### config.mk
export PLATFORM = sky130hd
export DESIGN_NAME = bsg_cache_decode_stage
export DESIGN_NICKNAME = d
export VERILOG_FILES = /design/src/rtl/bsg_cache_decode_stage.sv
export SDC_FILE = /design/constraint.sdc
export NUM_CORES = 1
export LEC_CHECK = 0
export BUFFER_PORTS_ARGS = -buffer_cell sky130_fd_sc_hd__buf_2
export CAP_MARGIN = 20
export CORE_MARGIN = 2
export CORE_UTILIZATION = 51
export DETAILED_ROUTE_END_ITERATION = 8
export PLACE_DENSITY = 0.73
export SLEW_MARGIN = 10
export SYNTH_ARGS = -nofsm -noshare
export SYNTH_HDL_FRONTEND = slang
export SYNTH_SLANG_ARGS = --single-unit
### constraint.sdc
create_clock -name clk_i -period 2 [get_ports clk_i]
set_input_delay 0.2 -clock clk_i [delete_from_list [all_inputs] [get_ports clk_i]]
set_output_delay 0.2 -clock clk_i [all_outputs]
set_load 0.02 [all_outputs]
### src/rtl/bsg_cache_decode_stage.sv
// Registered cache opcode decoder with a 2-entry skid buffer and saturating illegal-opcode counter.
// Define BSG_CACHE_DECODE_STAGE_STATS_EN to add per-class legal-opcode counters.

package bsg_cache_decode_stage_pkg;
   typedef struct packed {
      logic       ld_op;
      logic       st_op;
      logic       amo_op;
      logic       mgmt_op;
      logic       mask_op;
      logic       sigext;
      logic [1:0] size;
      logic [2:0] mgmt_sel;
      logic [3:0] amo_subop;
      logic       illegal;
   } decode_s;
endpackage

module bsg_cache_decode_stage
   import bsg_cache_decode_stage_pkg::*;
#(
   parameter int unsigned data_width_p  = 64,
   parameter int unsigned amo_support_p = 1,
   parameter int unsigned cnt_width_p   = 16
) (
   input  logic                   clk_i,
   input  logic                   reset_n_i,
   input  logic                   v_i,
   input  logic [5:0]             opcode_i,
   output logic                   ready_o,
   output logic                   v_o,
   input  logic                   yumi_i,
   output logic                   ld_op_o,
   output logic                   st_op_o,
   output logic                   amo_op_o,
   output logic                   mgmt_op_o,
   output logic                   mask_op_o,
   output logic                   sigext_o,
   output logic [1:0]             size_o,
   output logic [2:0]             mgmt_sel_o,
   output logic [3:0]             amo_subop_o,
   output logic                   illegal_o,
   output logic [cnt_width_p-1:0] illegal_cnt_o,
   input  logic                   clear_cnt_i
`ifdef BSG_CACHE_DECODE_STAGE_STATS_EN
   ,
   output logic [cnt_width_p-1:0] ld_cnt_o,
   output logic [cnt_width_p-1:0] st_cnt_o,
   output logic [cnt_width_p-1:0] amo_cnt_o,
   output logic [cnt_width_p-1:0] mgmt_cnt_o
`endif
);

   localparam int unsigned          max_size_lp = $clog2(data_width_p / 8);
   localparam logic [1:0]           size_max_lp = 2'(max_size_lp);
   localparam logic [cnt_width_p-1:0] cnt_max_lp = '1;

   function automatic logic [cnt_width_p-1:0] sat_cnt(input logic [cnt_width_p-1:0] c,
                                                      input logic inc, input logic clr);
      if (clr) return '0;
      if (inc && (c != cnt_max_lp)) return c + cnt_width_p'(1);
      return c;
   endfunction

   decode_s dec_c;
   logic    legal_c;

   // Input-side decode; illegal opcodes collapse to an all-zero payload with only illegal set
   always_comb begin
      dec_c   = '0;
      legal_c = 1'b0;
      case (opcode_i[5:4])
         2'b00: begin
            if (!opcode_i[3]) begin
               dec_c.ld_op  = 1'b1;
               dec_c.sigext = ~opcode_i[2];
               dec_c.size   = opcode_i[1:0];
               legal_c      = (opcode_i[1:0] <= size_max_lp);
            end else if (opcode_i[2:0] == 3'b000) begin
               dec_c.ld_op   = 1'b1;
               dec_c.mask_op = 1'b1;
               dec_c.size    = size_max_lp;
               legal_c       = 1'b1;
            end
         end
         2'b10: begin
            if (opcode_i[3:2] == 2'b00) begin
               dec_c.st_op = 1'b1;
               dec_c.size  = opcode_i[1:0];
               legal_c     = (opcode_i[1:0] <= size_max_lp);
            end else if (opcode_i[3:0] == 4'h8) begin
               dec_c.st_op   = 1'b1;
               dec_c.mask_op = 1'b1;
               dec_c.size    = size_max_lp;
               legal_c       = 1'b1;
            end
         end
         2'b01: begin
            if (!opcode_i[3]) begin
               dec_c.mgmt_op  = 1'b1;
               dec_c.mgmt_sel = opcode_i[2:0];
               legal_c        = 1'b1;
            end
         end
         2'b11: begin
            if ((amo_support_p != 0) && (opcode_i[3:0] <= 4'h8)) begin
               dec_c.amo_op    = 1'b1;
               dec_c.amo_subop = opcode_i[3:0];
               dec_c.size      = size_max_lp;
               legal_c         = 1'b1;
            end
         end
      endcase
      if (!legal_c) begin
         dec_c         = '0;
         dec_c.illegal = 1'b1;
      end
   end

   decode_s                 head_d, head_q, tail_d, tail_q;
   logic [1:0]              cnt_d, cnt_q;
   logic                    v_d, v_q, ready_d, ready_q;
   logic                    push_c, pop_c;
   logic [cnt_width_p-1:0]  illegal_cnt_d, illegal_cnt_q;

   // Skid buffer: head is what the consumer sees, tail only fills while head is stalled
   always_comb begin
      push_c = v_i & ready_q;
      pop_c  = v_q & yumi_i;
      head_d = head_q;
      tail_d = tail_q;
      cnt_d  = cnt_q;
      case ({push_c, pop_c})
         2'b10:   cnt_d = cnt_q + 2'd1;
         2'b01:   cnt_d = cnt_q - 2'd1;
         default: cnt_d = cnt_q;
      endcase
      if (pop_c && (cnt_q == 2'd2)) begin
         head_d = tail_q;
      end else if (push_c && ((cnt_q == 2'd0) || pop_c)) begin
         head_d = dec_c;
      end
      if (push_c && !pop_c && (cnt_q == 2'd1)) begin
         tail_d = dec_c;
      end
      v_d           = (cnt_d != 2'd0);
      ready_d       = (cnt_d < 2'd2);
      illegal_cnt_d = sat_cnt(illegal_cnt_q, push_c & dec_c.illegal, clear_cnt_i);
   end

   always_ff @(posedge clk_i or negedge reset_n_i) begin
      if (!reset_n_i) begin
         head_q        <= '0;
         tail_q        <= '0;
         cnt_q         <= 2'd0;
         v_q           <= 1'b0;
         ready_q       <= 1'b1;
         illegal_cnt_q <= '0;
      end else begin
         head_q        <= head_d;
         tail_q        <= tail_d;
         cnt_q         <= cnt_d;
         v_q           <= v_d;
         ready_q       <= ready_d;
         illegal_cnt_q <= illegal_cnt_d;
      end
   end

   assign ready_o       = ready_q;
   assign v_o           = v_q;
   assign ld_op_o       = head_q.ld_op;
   assign st_op_o       = head_q.st_op;
   assign amo_op_o      = head_q.amo_op;
   assign mgmt_op_o     = head_q.mgmt_op;
   assign mask_op_o     = head_q.mask_op;
   assign sigext_o      = head_q.sigext;
   assign size_o        = head_q.size;
   assign mgmt_sel_o    = head_q.mgmt_sel;
   assign amo_subop_o   = head_q.amo_subop;
   assign illegal_o     = head_q.illegal;
   assign illegal_cnt_o = illegal_cnt_q;

`ifdef BSG_CACHE_DECODE_STAGE_STATS_EN
   logic [cnt_width_p-1:0] ld_cnt_d, ld_cnt_q, st_cnt_d, st_cnt_q;
   logic [cnt_width_p-1:0] amo_cnt_d, amo_cnt_q, mgmt_cnt_d, mgmt_cnt_q;

   // Class bits are already zero for illegal opcodes, so these count legal accepts only
   always_comb begin
      ld_cnt_d   = sat_cnt(ld_cnt_q,   push_c & dec_c.ld_op,   clear_cnt_i);
      st_cnt_d   = sat_cnt(st_cnt_q,   push_c & dec_c.st_op,   clear_cnt_i);
      amo_cnt_d  = sat_cnt(amo_cnt_q,  push_c & dec_c.amo_op,  clear_cnt_i);
      mgmt_cnt_d = sat_cnt(mgmt_cnt_q, push_c & dec_c.mgmt_op, clear_cnt_i);
   end

   always_ff @(posedge clk_i or negedge reset_n_i) begin
      if (!reset_n_i) begin
         ld_cnt_q   <= '0;
         st_cnt_q   <= '0;
         amo_cnt_q  <= '0;
         mgmt_cnt_q <= '0;
      end else begin
         ld_cnt_q   <= ld_cnt_d;
         st_cnt_q   <= st_cnt_d;
         amo_cnt_q  <= amo_cnt_d;
         mgmt_cnt_q <= mgmt_cnt_d;
      end
   end

   assign ld_cnt_o   = ld_cnt_q;
   assign st_cnt_o   = st_cnt_q;
   assign amo_cnt_o  = amo_cnt_q;
   assign mgmt_cnt_o = mgmt_cnt_q;
`endif

endmodule

---- Word-level counts from Yosys, hierarchy flattened ----
Cells that the tools add are included.
W data, S select, Z words.
word-level totals
  flip-flop bits (word level) ............. 52
  output and inout bits ................... 34
  word-level logic and storage cells ...... 96
cells by class
  multiplexer cells ....................... 39
  bitwise logic cells ..................... 4
  magnitude comparators ................... 3
  $add $sub $neg .......................... 3
  reduce and logical (&&, ||, !) cells .... 14
  equality and inequality tests ........... 9
operators by type and width
  operator                 number
  $mux W16                 7
  $mux W1                  19
  $add A16 B1 Y16 const B  1
  $ne A16 B16 Y1 const B   1
  $mux W2                  5
  $eq A2 B2 Y1 const B     4
  $mux W4                  2
  $eq A2 B1 Y1 const B     3
  $logic_not A2 Y1         3
  $mux W3                  2
  $pmux W2 S3              1
  $reduce_bool A2 Y1       3
  $logic_and A1 B1 Y1      5
  $eq A4 B4 Y1 const B     1
  $le A4 B4 Y1 const B     1
  $pmux W1 S4              1
  $pmux W2 S2              1
  $and A1 B1 Y1            3
  $logic_not A3 Y1         1
  $add A2 B1 Y2 const B    1
  $le A2 B2 Y1 const B     1
  $lt A2 B2 Y1 const B     1
  $pmux W1 S2              1
  $sub A2 B1 Y2 const B    1
  3 further kinds          3

---- Logic depth before layout (Yosys ltp) ----
Gate-level depths: netlist of run 1.
  word-level depth ........................ 11
  gate-level depth with buffers ........... 8

---- Worst setup path before layout of run 1 ----
OpenSTA, ideal clock, no wires.
  path kind ............................... register -> register
  from .................................... reg ready_q (netlist: ready_o)
  to ...................................... reg illegal_cnt_q[12] (netlist: illegal_cnt_o[12])
  path slack .............................. 91 ps
  cell stages (with the launch flop) ...... 7
  data required time ...................... 1872 ps
  data arrival time ....................... 1781 ps
  library setup time ...................... 128 ps
  path buffers ............................ 1
  cells stage by stage .................... dfstp_2 > nand2_1 > a211oi_2 > o21bai_1 > buf_2 > nor3_1 > mux2_1
on the way
  longest elaborated chain between the ends .. 6
ends and longest elaborated chain
  element                                                RTL line  RTL
  from (decl)                                            122       logic v_d, v_q, ready_d, ready_q;
  from (signal assigned)                                 164       ready_q <= ready_d;
  $and A1 B1 Y1 (*)                                      128       push_c = v_i & ready_q;
  $and A1 B1 Y1 (*)                                      148       illegal_cnt_d = sat_cnt(illegal_cnt_q, push_c & dec_c.illegal, clear_cnt_i);
  $logic_and A1 B1 Y1 (*)                                61        if (inc && (c != cnt_max_lp)) return c + cnt_width_p'(1);
  $mux W16 / $mux W1 (equally long branches)             61
  $mux W16 / $mux W1 (equally long branches)             62, 61
  $mux W16 / $reduce_bool A2 Y1 (equally long branches)  --
  to (signal assigned)                                   165       illegal_cnt_q <= illegal_cnt_d;
  to (decl)                                              124       logic [cnt_width_p-1:0] illegal_cnt_d, illegal_cnt_q;
Mark *: on every way between the ends. The rest lies on a longest branch, timed or not. The select of a mux whose other input is x is not followed.
A chain may end at the register's enable or synchronous reset.

---- Worst setup path in the final report of run 1 ----
  from .................................... reg illegal_cnt_q[1] (netlist: illegal_cnt_o[1])
  to ...................................... reg illegal_cnt_q[7] (netlist: illegal_cnt_o[7])
on the way
  longest elaborated chain between the ends .. 5
ends and longest elaborated chain
  element
  branches (longest 5 deep; another with $add A16 B1 Y16)
Several ways; the timed one is not identified. The select of a mux whose other input is x is not followed.

==> qor.yml, run 1 <==
syn_nets: 303
pre_cts_slack_ns: 0.115
endpoint: "illegal_cnt_o[7]"
finalSetupViolations: 0
clkTransAtPathRegs_ns: 0.09
crit_buf_inv: 1
end_kind: "flop"
critPathLaunchType: "flop"
crit_path_max_incr_delay_ns: 0.47
powerDensity_mw_per_mm2: 956
period_needed_ns: 1.90
path_depth: 7
die_area_mm2: 0.00584
synth_top_family_by_area: "simple AND/OR/NAND/NOR gates"
antenna_cells: 0
crit-reg2reg-launch: "illegal_cnt_o[1]"
via_per_inst: 5.55
antenna_found_initial: 0
clock_latency_ns: 0.30
worst-path-max-fanout: 19
power.leakage_nw: 1.45
max-vdd-ir-drop_mv: 0.590
port_buffers: 44
ant_nets: 0
crit_start: "illegal_cnt_o[1]"
rows: 26
crit_type: "reg -> reg"
outcome: "finished, final reports clean"
clockRootBuffer: "clkbuf_8"
grt_pass1_wl_um: 9260
core-area_mm2: 0.00507
ys_ff_latch: 52
async_reset_ff_share_pct: 100
drv_cap: 0
maxSlewHeadroom_pct: 63.1
ys.warnings.count: 0
reg2reg_slack_ns: 0.10
cts_tree: "done"
tns_ns: 0
crit_family: "simple AND/OR/NAND/NOR gates"
avgSynthCellArea_um2: 9.34
drive_above_1_share_pct: 22.4
grt_overflow_total: 0
r2r_cells: 7
cts_inserted_buffers: 5
netlist_instances: 286
ioPinCount: 45
post-dp-hpwl_um: 3790
synth_flop_cell: "dfrtp_1"
worst_ep_arrival_time_ns: 2.13
syn2layout_area_growth_pct: 16.4
synth_mux_area_share_pct: 5.52
dr_total_vias: 2248
cp.required_ns: 2.23
routabilityCongestion: 0.813
period_share_pct: 94.9
synth_simple_gate_area_share_pct: 20.0
synth_compound_area_share_pct: 19.1
syn_area_mm2: 0.00267
hold_viol_final: 0
path_cells: "ha_1, and2_1, nand4_1, nor2_1, buf_4, or4_1, a21oi_1"
fp.dieW_um: 76.4
dr.pass1.iters: 4
final.setup.worst_slack_ns: 0.103
finClkSkew_ns: 0.00783
first_iter_violations: 156
r2r_end: "illegal_cnt_o[7]"
timing.fmax_mhz: 527
tightest_slew_ns: 0.552
clock_path_buffers: 2
synth_cell_type_count: 44
die_h_um: 76.4
htree_levels: 2
synth-seq-area-share_pct: 48.7
routed_wl_um: 5610
drt-wirelength-per-cell_um: 13.8
synth_adder_area_share_pct: 2.81
holdCritPathClass: "in -> reg"
critPathSlowestCell: "or4_1"
start_util_pct: 52.7
grt_pass1_vias: 1938
cts.sinks: 52
synth-xor-area-share_pct: 0
drv_slew: 0
fin_nets: 352
drc: 0
synth_edf_count: 0
grt_max_degree: 53
rsz0062_at_grt: "false"
grt.total_usage_pct: 19.4
## kinds of logic (layout without fill, tap and decap cells)
group,count (synthesis),after routing
AND/OR/NAND/NOR,107,107
multiplexers,14,14
AO/OA/AOI/OAI,83,83
flip-flops,52,52
buffers and inverters,24,73
adder cells (fa/ha/maj),6,6
## flip-flops by register name, indices dropped and copies added (netlist names)
signal	cells
mask_op_o	1
v_o	1
ready_o	1
cnt_q	2
amo_subop_o	4
illegal_cnt_o	16
sigext_o	1
st_op_o	1
amo_op_o	1
illegal_o	1
tail_q	16
mgmt_op_o	1
ld_op_o	1
size_o	2
mgmt_sel_o	3
## routing by layer
metal  global-route usage [%]  wire length [µm]  vias up
met5                        0                 0        -
met4                     6.00                71        0
met3                     4.15               232        8
met2                     29.6              2500       46
met1                     27.9              2800     1066
li1                         -                 -     1128
## layout by cell type, fill, tap and decap left out, types with 10 or more instances in the layout
cell type   n
o31ai_1    10
buf_2      44
dfrtp_1    51
nand2_1    40
o21ai_1    21
a21oi_1    18
o21ai_0    11
buf_4      12
nor2_1     15
nand3_1    10
## final cells by class
| type | instances | area [µm²] |
|---|---|---|
| Multi-Input combinational cell | 210 | 1270 |
| Timing Repair Buffer | 58 | 340 |
| Inverter | 8 | 30.0 |
| Sequential cell | 52 | 1300 |
| Tap cell | 70 | 87.6 |
| Clock buffer | 6 | 72.6 |
| Fill cell | 457 | 1960 |
| Clock inverter | 1 | 5.00 |
## tightest hold or removal path, cell delays in order
cell,delay [ns]
buf_2,0.14
nand2_1,0.06
o21ai_0,0.06
## timing repair
action,CTS,global route
hold buffers,1,0
gates resized for setup,0,1
setup endpoints to repair,0,3
hold endpoints to repair,51,0
buffers inserted,0,1
## power breakdown
part | internal, W | switching [W] | leakage [nW]
Clock | 0.000239 | 0.000328 | 0.0410
Combinational | 0.000390 | 0.000601 | 0.711
Sequential | 0.00129 | 0.000124 | 0.700
## synthesized netlist by cell type (all sizes together) (3+ instances only)
| cell type | count | area share [%] |
|---|---|---|
| and3 | 3 | 0.70 |
| a31oi | 3 | 0.70 |
| a211oi | 4 | 1.3 |
| nand2 | 40 | 5.6 |
| mux2i | 8 | 3.0 |
| inv | 8 | 1.1 |
| or4 | 8 | 2.2 |
| a21oi | 19 | 3.7 |
| dfrtp | 51 | 48 |
| o21ai | 32 | 6.0 |
| a21o | 3 | 0.84 |
| nor3 | 5 | 0.94 |
| or3 | 5 | 1.2 |
| nand2b | 3 | 0.98 |
| ha | 6 | 2.8 |
| and2 | 3 | 0.70 |
| clkbuf | 8 | 1.1 |
| nand3 | 10 | 1.9 |
| nor2b | 6 | 1.4 |
| o31ai | 10 | 2.8 |
| nand4 | 4 | 0.94 |
| mux2 | 6 | 2.5 |
| buf | 8 | 1.5 |
| nor2 | 17 | 2.6 |
| o31a | 3 | 0.98 |
## how the worst min path moves through the flow
stage | from | endpoint | slack (ns) | depth (start not counted)
after floorplan | reset_n_i | amo_op_o | -0.1 | 0
after global placement | reset_n_i | illegal_cnt_o[11] | 0.21 | 2
after detailed placement | reset_n_i | mgmt_op_o | 0.21 | 2
after CTS | opcode_i[1] | tail_q[6] | 0.19 | 3
after global routing | opcode_i[1] | tail_q[6] | 0.23 | 3
final | opcode_i[1] | tail_q[6] | 0.20 | 3
## through the flow
step	hold WS (ns)	area, µm²	std cells	utilization (%)	total power, W
CTS	0.192	3100	404	61.1	0.00300
floorplan	-0.0956	2670	286	-	0.00210
detailed placement	0.213	3010	396	59.3	0.00243
global placement	0.215	3010	396	59.3	0.00241
finish	0.201	3110	405	61.3	0.00297
global route	0.226	3110	405	61.3	0.00318
Note: power is estimated with default switching activity, not from simulation.
==> run 2, diff against run 1 <==
Settings changed: REMOVE_ABC_BUFFERS from default to 1.
==> qor.yml, run 2 (synthesis results as in run 1) <==
timing.fmax_mhz: 535  # was 527 MHz
clock_latency_ns: 0.31  # was 0.30 ns
fin_nets: 352  # unchanged
start_util_pct: 52.7  # unchanged
rsz0062_at_grt: "true"  # was false
finalSetupViolations: 0  # unchanged
ioPinCount: 45  # unchanged
maxSlewHeadroom_pct: 59.5  # was 63.1%
grt.total_usage_pct: 20.5  # was 19.4%
tightest_slew_ns: 0.606  # was 0.552 ns
dr.pass1.iters: 4  # unchanged
die_area_mm2: 0.00584  # unchanged
fp.dieW_um: 76.4  # unchanged
drv_slew: 0  # unchanged
first_iter_violations: 177  # was 156
worst-path-max-fanout: 19  # unchanged
timing.hold.ws_ns: 0.193  # was 0.201 ns
die_h_um: 76.4  # unchanged
pre_cts_slack_ns: 0.0773  # was 0.115 ns
rows: 26  # unchanged
post_cts_buffers: 0  # unchanged
powerDensity_mw_per_mm2: 968  # was 956 mW/mm²
end_kind: "flop"  # unchanged
outcome: "finished, final reports clean"  # unchanged
critPathSlowestCell: "or4_1"  # unchanged
cts.sinks: 52  # unchanged
critPathLaunchType: "flop"  # unchanged
antenna_cells: 0  # unchanged
dr_total_vias: 2287  # was 2248
ant_nets: 0  # unchanged
seqCellArea_mm2: 0.00130  # unchanged
clkTransAtPathRegs_ns: 0.09  # about the same
grt_pass1_wl_um: 9800  # was 9260 µm
tns_ns: 0  # unchanged
post-dp-hpwl_um: 3890  # was 3790 µm
drive_above_1_share_pct: 22.9  # was 22.4%
multi_input_area_mm2: 0.00127  # unchanged
min_from: "opcode_i[0]"  # was opcode_i[1]
core-area_mm2: 0.00507  # unchanged
crit_start: "illegal_cnt_o[1]"  # unchanged
final_common_cell: "dfrtp_1"  # unchanged
layout_common_cells: "dfrtp_1 (51), buf_2 (44), nand2_1 (40)"  # unchanged
antenna_found_initial: 0  # unchanged
grt_overflow_total: 0  # unchanged
dp.cells: 397  # was 396
via_per_inst: 5.63  # was 5.55
final.setup.worst_slack_ns: 0.131  # was 0.103 ns
path_cells: "ha_1, and2_1, nand4_1, nor2_1, buf_4, or4_1, a21oi_1"  # unchanged
routabilityCongestion: 0.825  # was 0.813
worst_ep_arrival_time_ns: 2.09  # was 2.13 ns
period_share_pct: 93.5  # was 94.9%
syn2layout_area_growth_pct: 16.9  # was 16.4%
hold_viol_final: 0  # unchanged
grt_pass1_vias: 2155  # was 1938
drt-wirelength-per-cell_um: 13.8  # about the same
clockRootBuffer: "clkbuf_8"  # unchanged
crit_type: "reg -> reg"  # unchanged
cp.required_ns: 2.23  # about the same
drv_cap: 0  # unchanged
finClkSkew_ns: 0.00904  # was 0.00783 ns
drc: 0  # unchanged
holdCritPathClass: "in -> reg"  # unchanged
port_buffers: 44  # unchanged
routed_wl_um: 5610  # about the same
cts_tree: "done"  # unchanged
fin_cells: 406  # was 405
nFillCells: 474  # was 457
period_needed_ns: 1.87  # was 1.90 ns
htree_levels: 2  # unchanged
total_power_w: 0.00303  # was 0.00297 W
max-vdd-ir-drop_mv: 0.444  # was 0.590 mV
crit_path_max_incr_delay_ns: 0.47  # about the same
power.leakage_nw: 1.46  # was 1.45 nW
clock_path_buffers: 2  # unchanged
crit_buf_inv: 1  # unchanged
grt_max_degree: 53  # unchanged
crit-reg2reg-launch: "illegal_cnt_o[1]"  # unchanged
cts_inserted_buffers: 5  # unchanged
crit_family: "simple AND/OR/NAND/NOR gates"  # unchanged
-- run 2: final cells by class --
class                   count  share of cell area, %
clock buffers               6                   2.64
flip-flops and latches     52                   41.7
multi-input cells         210                   40.7
clock inverters             2                  0.320
well taps                  70                   2.80
repair buffers             58                   10.9
inverters                   8                  0.961
-- run 2: what timing repair did --
item,in CTS,in global routing
hold endpoints to repair,51,0
gates resized for setup,0,1
setup endpoints to repair,0,4
hold buffers,1,0
-- run 2: worst paths after layout --
path	cells past startpoint	slack (ns)	endpoint
setup / recovery	7	0.13	illegal_cnt_o[5]
hold / removal	3	0.19	tail_q[5]
setup reg to reg	7	0.13	illegal_cnt_o[5]
hold reg to reg	1	0.48	size_o[1]
max in group asynchronous	3	1.29	ready_o
min in group asynchronous	3	0.41	amo_subop_o[0]
-- run 2: where the power goes --
part	leakage, nW	total, W	switching (W)	internal, W
clock network	0.0510	0.000620	0.000343	0.000277
logic	0.711	0.000990	0.000605	0.000385
registers	0.700	0.00142	0.000126	0.00129
-- run 2: worst min-delay path, delay by kind of cell --
family / cells / cell delay (ns)
simple gates: 1 / 0.06
compound gates: 1 / 0.06
buf+inv: 1 / 0.14
-- run 2: metal layers --
metal / GRT usage [%] / part of all wire (%) / vias to the layer above
li1: - / - / 1122
met1: 27.8 / 48 / 1112
met2: 33.1 / 47 / 45
met3: 3.91 / 3.9 / 8
met4: 7.09 / 1.3 / 0
met5: 0 / 0 / -
-- run 2: through the flow --
stage	util, %	area, µm²
6_report	61.6	3130
5_1_grt	61.6	3130
4_1_cts	61.5	3120
3_5_place_dp	59.5	3020
3_3_place_gp	59.5	3020
2_1_floorplan	-	2600
